File: config.mk
export PLATFORM = sky130hd
export DESIGN_NAME = target_dispatcher
export DESIGN_NICKNAME = d
export VERILOG_FILES = /design/src/rtl/target_dispatcher.sv
export SDC_FILE = /design/constraint.sdc
export NUM_CORES = 1
export LEC_CHECK = 0
export CAP_MARGIN = 0
export CORE_MARGIN = 2
export CORE_UTILIZATION = 52
export CTS_CLUSTER_DIAMETER = 60
export DETAILED_ROUTE_END_ITERATION = 8
export GPL_TIMING_DRIVEN = 0
export PLACE_DENSITY = 0.8
export RECOVER_POWER = 100
export SLEW_MARGIN = 20
export SYNTH_ARGS = -nofsm -noshare
export SYNTH_HDL_FRONTEND = slang
export SYNTH_SLANG_ARGS = --single-unit
File: constraint.sdc
create_clock -name clk_100Hz -period 2.7 [get_ports clk_100Hz]
set_clock_uncertainty 0.05 [all_clocks]
set_input_delay 0.675 -clock clk_100Hz [delete_from_list [all_inputs] [get_ports clk_100Hz]]
set_output_delay 0.675 -clock clk_100Hz [all_outputs]
set_load 0.005 [all_outputs]
File: src/rtl/target_dispatcher.sv
// Spawn scheduler and hit detector for one target: random gap, random lane, bullet hitbox test, hit/miss score.
// Latency: start/din registered one edge after the gap expires; shot/bullet_consume registered one edge after the hit sample.
// No backpressure: start is held until the target reads flying. TARGET_DISPATCH_MISS_CNT_EN enables the miss counter.
module target_dispatcher #(
    parameter logic [15:0] SEED          = 16'hACE1,
    parameter int          GAP_MIN       = 50,
    parameter int          GAP_RAND_BITS = 5,
    parameter int          TW            = 34,
    parameter int          TH            = 24
) (
    input  logic       clk_100Hz,
    input  logic       rst_n,
    input  logic       enable,
    input  logic [1:0] target_state,
    input  logic [9:0] target_x,
    input  logic [8:0] target_y,
    input  logic       bullet_valid,
    input  logic [9:0] bullet_x,
    input  logic [8:0] bullet_y,
    output logic       start,
    output logic [2:0] din,
    output logic       shot,
    output logic       bullet_consume,
    output logic [7:0] hit_count,
    output logic [7:0] miss_count
);

    typedef enum logic [1:0] {IDLE, GAP, LAUNCH, TRACK} state_t;

    localparam logic [15:0] LFSR_MASK = 16'hB400;
    localparam int          GW        = 16;
    localparam logic [1:0]  TS_INIT   = 2'd0;
    localparam logic [1:0]  TS_FLY    = 2'd1;

    state_t          state_q, state_d;
    logic [15:0]     lfsr_q, lfsr_d;
    logic [GW-1:0]   gap_cnt_q, gap_cnt_d;
    logic            hit_lock_q, hit_lock_d;
    logic            start_q, start_d;
    logic [2:0]      din_q, din_d;
    logic            shot_q, shot_d;
    logic            consume_q, consume_d;
    logic [7:0]      hit_cnt_q, hit_cnt_d;

    logic [GW-1:0]   gap_reload;
    logic [10:0]     bx, tx, tx_end;
    logic [9:0]      by, ty, ty_end;
    logic            in_box, hit;

    assign gap_reload = GW'(GAP_MIN) + GW'(lfsr_q[GAP_RAND_BITS+2:3]);

    // Widened by one bit so a target near the right/bottom edge cannot wrap its box.
    assign bx     = {1'b0, bullet_x};
    assign tx     = {1'b0, target_x};
    assign tx_end = tx + 11'(TW);
    assign by     = {1'b0, bullet_y};
    assign ty     = {1'b0, target_y};
    assign ty_end = ty + 10'(TH);
    assign in_box = (bx >= tx) && (bx < tx_end) && (by >= ty) && (by < ty_end);
    assign hit    = bullet_valid && (target_state == TS_FLY) && !hit_lock_q && in_box;

    always_comb begin
        state_d    = state_q;
        lfsr_d     = lfsr_q[0] ? ((lfsr_q >> 1) ^ LFSR_MASK) : (lfsr_q >> 1);
        gap_cnt_d  = gap_cnt_q;
        hit_lock_d = hit_lock_q;
        start_d    = start_q;
        din_d      = din_q;
        shot_d     = 1'b0;
        consume_d  = 1'b0;
        hit_cnt_d  = hit_cnt_q;
        if (!enable) begin
            state_d = IDLE;
            start_d = 1'b0;
        end else begin
            case (state_q)
                IDLE: begin
                    state_d   = GAP;
                    gap_cnt_d = gap_reload;
                end
                GAP: begin
                    // Launch on the edge the count lands on zero, or later once the target is back home.
                    if ((gap_cnt_q <= GW'(1)) && (target_state == TS_INIT)) begin
                        state_d   = LAUNCH;
                        gap_cnt_d = '0;
                        start_d   = 1'b1;
                        din_d     = lfsr_q[2:0];
                    end else if (gap_cnt_q != '0) begin
                        gap_cnt_d = gap_cnt_q - GW'(1);
                    end
                end
                LAUNCH: begin
                    if (target_state == TS_FLY) begin
                        state_d    = TRACK;
                        start_d    = 1'b0;
                        hit_lock_d = 1'b0;
                    end
                end
                TRACK: begin
                    if (target_state == TS_INIT) begin
                        state_d   = GAP;
                        gap_cnt_d = gap_reload;
                    end else if (hit) begin
                        shot_d     = 1'b1;
                        consume_d  = 1'b1;
                        hit_lock_d = 1'b1;
                        if (hit_cnt_q != 8'hFF) hit_cnt_d = hit_cnt_q + 8'd1;
                    end
                end
                default: state_d = IDLE;
            endcase
        end
    end

    always_ff @(posedge clk_100Hz or negedge rst_n) begin
        if (!rst_n) begin
            state_q    <= IDLE;
            lfsr_q     <= SEED;
            gap_cnt_q  <= '0;
            hit_lock_q <= 1'b0;
            start_q    <= 1'b0;
            din_q      <= 3'd0;
            shot_q     <= 1'b0;
            consume_q  <= 1'b0;
            hit_cnt_q  <= 8'd0;
        end else begin
            state_q    <= state_d;
            lfsr_q     <= lfsr_d;
            gap_cnt_q  <= gap_cnt_d;
            hit_lock_q <= hit_lock_d;
            start_q    <= start_d;
            din_q      <= din_d;
            shot_q     <= shot_d;
            consume_q  <= consume_d;
            hit_cnt_q  <= hit_cnt_d;
        end
    end

    assign start          = start_q;
    assign din            = din_q;
    assign shot           = shot_q;
    assign bullet_consume = consume_q;
    assign hit_count      = hit_cnt_q;

`ifdef TARGET_DISPATCH_MISS_CNT_EN
    logic       escape;
    logic [7:0] miss_cnt_q, miss_cnt_d;

    // A target that returns home without ever being hit escaped.
    assign escape = enable && (state_q == TRACK) && (target_state == TS_INIT) && !hit_lock_q;

    always_comb begin
        miss_cnt_d = miss_cnt_q;
        if (escape && (miss_cnt_q != 8'hFF)) miss_cnt_d = miss_cnt_q + 8'd1;
    end

    always_ff @(posedge clk_100Hz or negedge rst_n) begin
        if (!rst_n) miss_cnt_q <= 8'd0;
        else        miss_cnt_q <= miss_cnt_d;
    end

    assign miss_count = miss_cnt_q;
`else
    assign miss_count = 8'd0;
`endif

endmodule

==> reports/qor.csv <==
stage,metric,value,unit
sta,layout_setup_ws,-151,ps
critical_path,end_kind,register,
place,io_buffers,57,
sta,rsz0062_at_grt,yes,
logic_synthesis,synth_edf_count,0,
place,post-place-ws,-1010,ps
run_status,violations,negative setup slack,
critical_path,path_class,in -> reg,
critical_path,critPathSlowestCell,a221o_1,
finish,antenna_cells,0,
drt,dr.pass1.iters,4,
grt,grt-ovfl-total,0,
logic_synthesis,synth_seq_cells,48,
pwr,p_sw_frac,0.383,
critical_path,r2r_setup_slack,170,ps
critical_path,ff2ff_path_depth,6,
finish,nets,514,
grt,grt.total_usage,0.219,
logic_synthesis,yosysTopAreaCell,dfrtp_1,
min_path,hold_path_class,reg -> reg,
logic_synthesis,synth_top_cell_area_share,0.299,
grt,grt_pass1_wl,12800,um
logic_synthesis,synth_commonest_cells,"ha_1, dfrtp_1, inv_1, nor2_1, nand2_1",
sta,timing.fmax,351,MHz
sta,fin_crit,2850,ps
critical_path,worstSetupStartpointType,input pin,
sta,tightest_slew,1060,ps
die,dieHeight,84.2,um
finish,layout.cells.non_filler,504,
sta,final-max-slew-violation-count,0,
die,ios,66,
min_path,holdPathStages,0,
logic_synthesis,synth_seq_area_share,0.362,
sta,fin_tns_setup,-634,ps
logic_synthesis,synth.most_common_cell,ha_1,
clock_tree,clkLatencyLatePin,310,ps
die,core-area,6280,um2
clock_tree,hold_buffers,0,
pwr,peakVddDrop,0.422,mV
sta,period_share,1.06,
run_status,status,finished with violations,
drt,drc_errors,0,
logic_synthesis,synthFlopType,dfrtp_1,
critical_path,required,2850,ps
critical_path,rr_startpoint,gap_cnt_q[4]$_DFFE_PN0P_,
logic_synthesis,ys_top_cells_by_area,"dfrtp_1, ha_1, dfstp_2, xnor2_1, inv_1",
flow_run,cap_viol_max_count,0,
pwr,combPwrFrac,0.404,
logic_synthesis,synthCells,345,
pwr,power_frac_clock,0.217,
place,place_congestion,0.894,
pwr,power.density,567,nW/um2
finish,area_growth,31.0,%
pwr,leakage,2.11,nW
die,design.die.area,7090,um2
drt,vias,2806,
grt,grt_pass1_vias,2833,
logic_synthesis,netlist_area,3350,um2
grt,grt_antenna_before_repair,0,
sta,slew_headroom,0.292,
place,place_inst,487,
finish,fillCellCount,479,
grt,grt_max_degree,29,
critical_path,r2r_end,din[2]$_DFFE_PN0P_,
drt,drtIter0Drc,143,
die,placementRows,29,
clock_tree,cts_max_level,2,
clock_tree,clock_sinks,48,
critical_path,worst-path-buf-inv,2,
drt,wirelength,7440,um
min_path,hp-start,lfsr_q[12]$_DFF_PN0_,
logic_synthesis,synth.yosys.warnings,0,
critical_path,max_stage_delay,330,ps
sta,setup_viol,9,
logic_synthesis,async_flop_share,1.00,
critical_path,crit_family,compound AO/OA/AOI/OAI gates,
clock_tree,clk_root_buffer_cell,clkbuf_8,
die,initial_core_util,0.533,
pwr,p_int,1.53,mW
critical_path,crit_chain,buf_12 > ha_4 > and3_4 > xnor2_2 > ha_1 > a21o_1 > a221o_1 > a31oi_2 > o31ai_2 > nand4bb_1 > buf_6 > mux2_4,
finish,drive_above_1_share,0.197,
finish,stdcell_area,4380,um2
clock_tree,max-clock-path-buffers,2,
drt,viasPerCell,5.57,
logic_synthesis,synthDistinctLibCells,59,
clock_tree,clk_pin_slew,90,ps
min_path,min_to,lfsr_q[11]$_DFF_PN1_,
place,dp_hpwl,5650,um
critical_path,cp_max_fo,8,
sta,timing.final.hold_violations,0,
die,fp.dieW,84.2,um
clock_tree,cts_tree,yes,
place,placed_area,4120,um2
critical_path,arrival,3000,ps
pwr,switchingPower,952,uW
drt,final_antenna_net_count,0,
logic_synthesis,syn_area_per_cell,9.70,um2
clock_tree,cts_buffers,5,
pwr,power_frac_seq,0.379,
drt,wl_per_cell,14.8,um
## sequential cells by signal, summed over array words and instances (netlist names)
signal,count
bullet_consume,1
din,3
gap_cnt_q,16
hit_count,8
hit_lock_q,1
lfsr_q,16
start,1
state_q,2
## repair_timing
item                       4_1_cts  5_1_grt
buffers inserted                 4        5
gates cloned                     0        0
pin swaps                       17        8
resized for setup               63       16
setup endpoints to repair       10       18
## power groups by stage
stage	combinational, mW	sequential (mW)	clock, mW
2_1_floorplan	0.691	0.919	0
3_3_place_gp	0.896	0.940	0
3_5_place_dp	0.941	0.949	0
4_1_cts	0.970	0.939	0.545
5_1_grt	1.13	0.960	0.576
6_report	1.01	0.942	0.539
## kinds of logic (layout without fill, tap and decap cells)
kind of cell	Yosys count	count (layout)	synth area share
AOI/OAI and AO/OA	72	72	0.142
xor gates and xnor gates	29	29	0.0759
adders and majority gates	44	44	0.165
buffers and inverters	42	117	0.0595
DFF	48	48	0.362
muxes	4	4	0.0146
other	1	8	0.00112
and+or+nand+nor	105	105	0.180
## layout make-up
type                            instances  area (um2)  area share
Clock inverter                          3        46.3      0.0106
Multi-Input combinational cell        262        2120       0.484
Clock buffer                            5        68.8      0.0157
Timing Repair Buffer                   67         633       0.144
Buffer                                 12        86.3      0.0197
Sequential cell                        48        1210       0.276
Inverter                               30         118      0.0268
Tap cell                               77        96.3      0.0220
## per-stage QoR
| stage | utilization | power [mW] | hold WS (ps) |
|---|---|---|---|
| final | 0.698 | 2.49 | 311 |
| after global routing | 0.698 | 2.66 | 319 |
| after CTS | 0.688 | 2.45 | 281 |
| after detailed placement | 0.657 | 1.89 | 292 |
| after global placement | 0.654 | 1.84 | 287 |
| after floorplan | - | 1.61 | 281 |
## worst max-delay path by stage
stage / start / cells after the start / endpoint / slack (ps)
after floorplan: target_x[1] / 11 / hit_count[1]$_DFFE_PN0P_ / -140
after global placement: target_x[1] / 12 / hit_count[1]$_DFFE_PN0P_ / -930
after CTS: target_y[3] / 12 / hit_count[1]$_DFFE_PN0P_ / -150
after global routing: target_x[1] / 12 / hit_count[1]$_DFFE_PN0P_ / -220
final: target_x[1] / 12 / hit_count[1]$_DFFE_PN0P_ / -150
after detailed placement: target_x[1] / 12 / hit_count[1]$_DFFE_PN0P_ / -1010
## routing by layer
layer / up-vias / GRT usage / wire [um]
li1: 1388 / - / -
met1: 1337 / 0.283 / 3220
met2: 69 / 0.382 / 3790
met3: 12 / 0.0374 / 311
met4: 0 / 0.0557 / 123
met5: - / 0 / 0
## worst reg2reg max path: stages, from the launching register on
cell and delay, ps:
dfrtp_1 470, nor4_1 530, nor2b_1 370, nand4_1 310, inv_1 190, nand3_2 140, mux2_1 360
## layout by cell type (no fill, tap or decap), types with 11 or more instances in the layout
master and instances:
a21oi_1 15, inv_1 26, xnor2_1 16, xor2_1 12, nor2_1 18, clkdlybuf4s50_1 26, o21ai_1 13, dfrtp_1 40
dlygate4sd3_1 14, ha_1 39, nand2_1 17, nand3_1 11, buf_4 18
No activity file was read; power rests on OpenSTA's default activity.
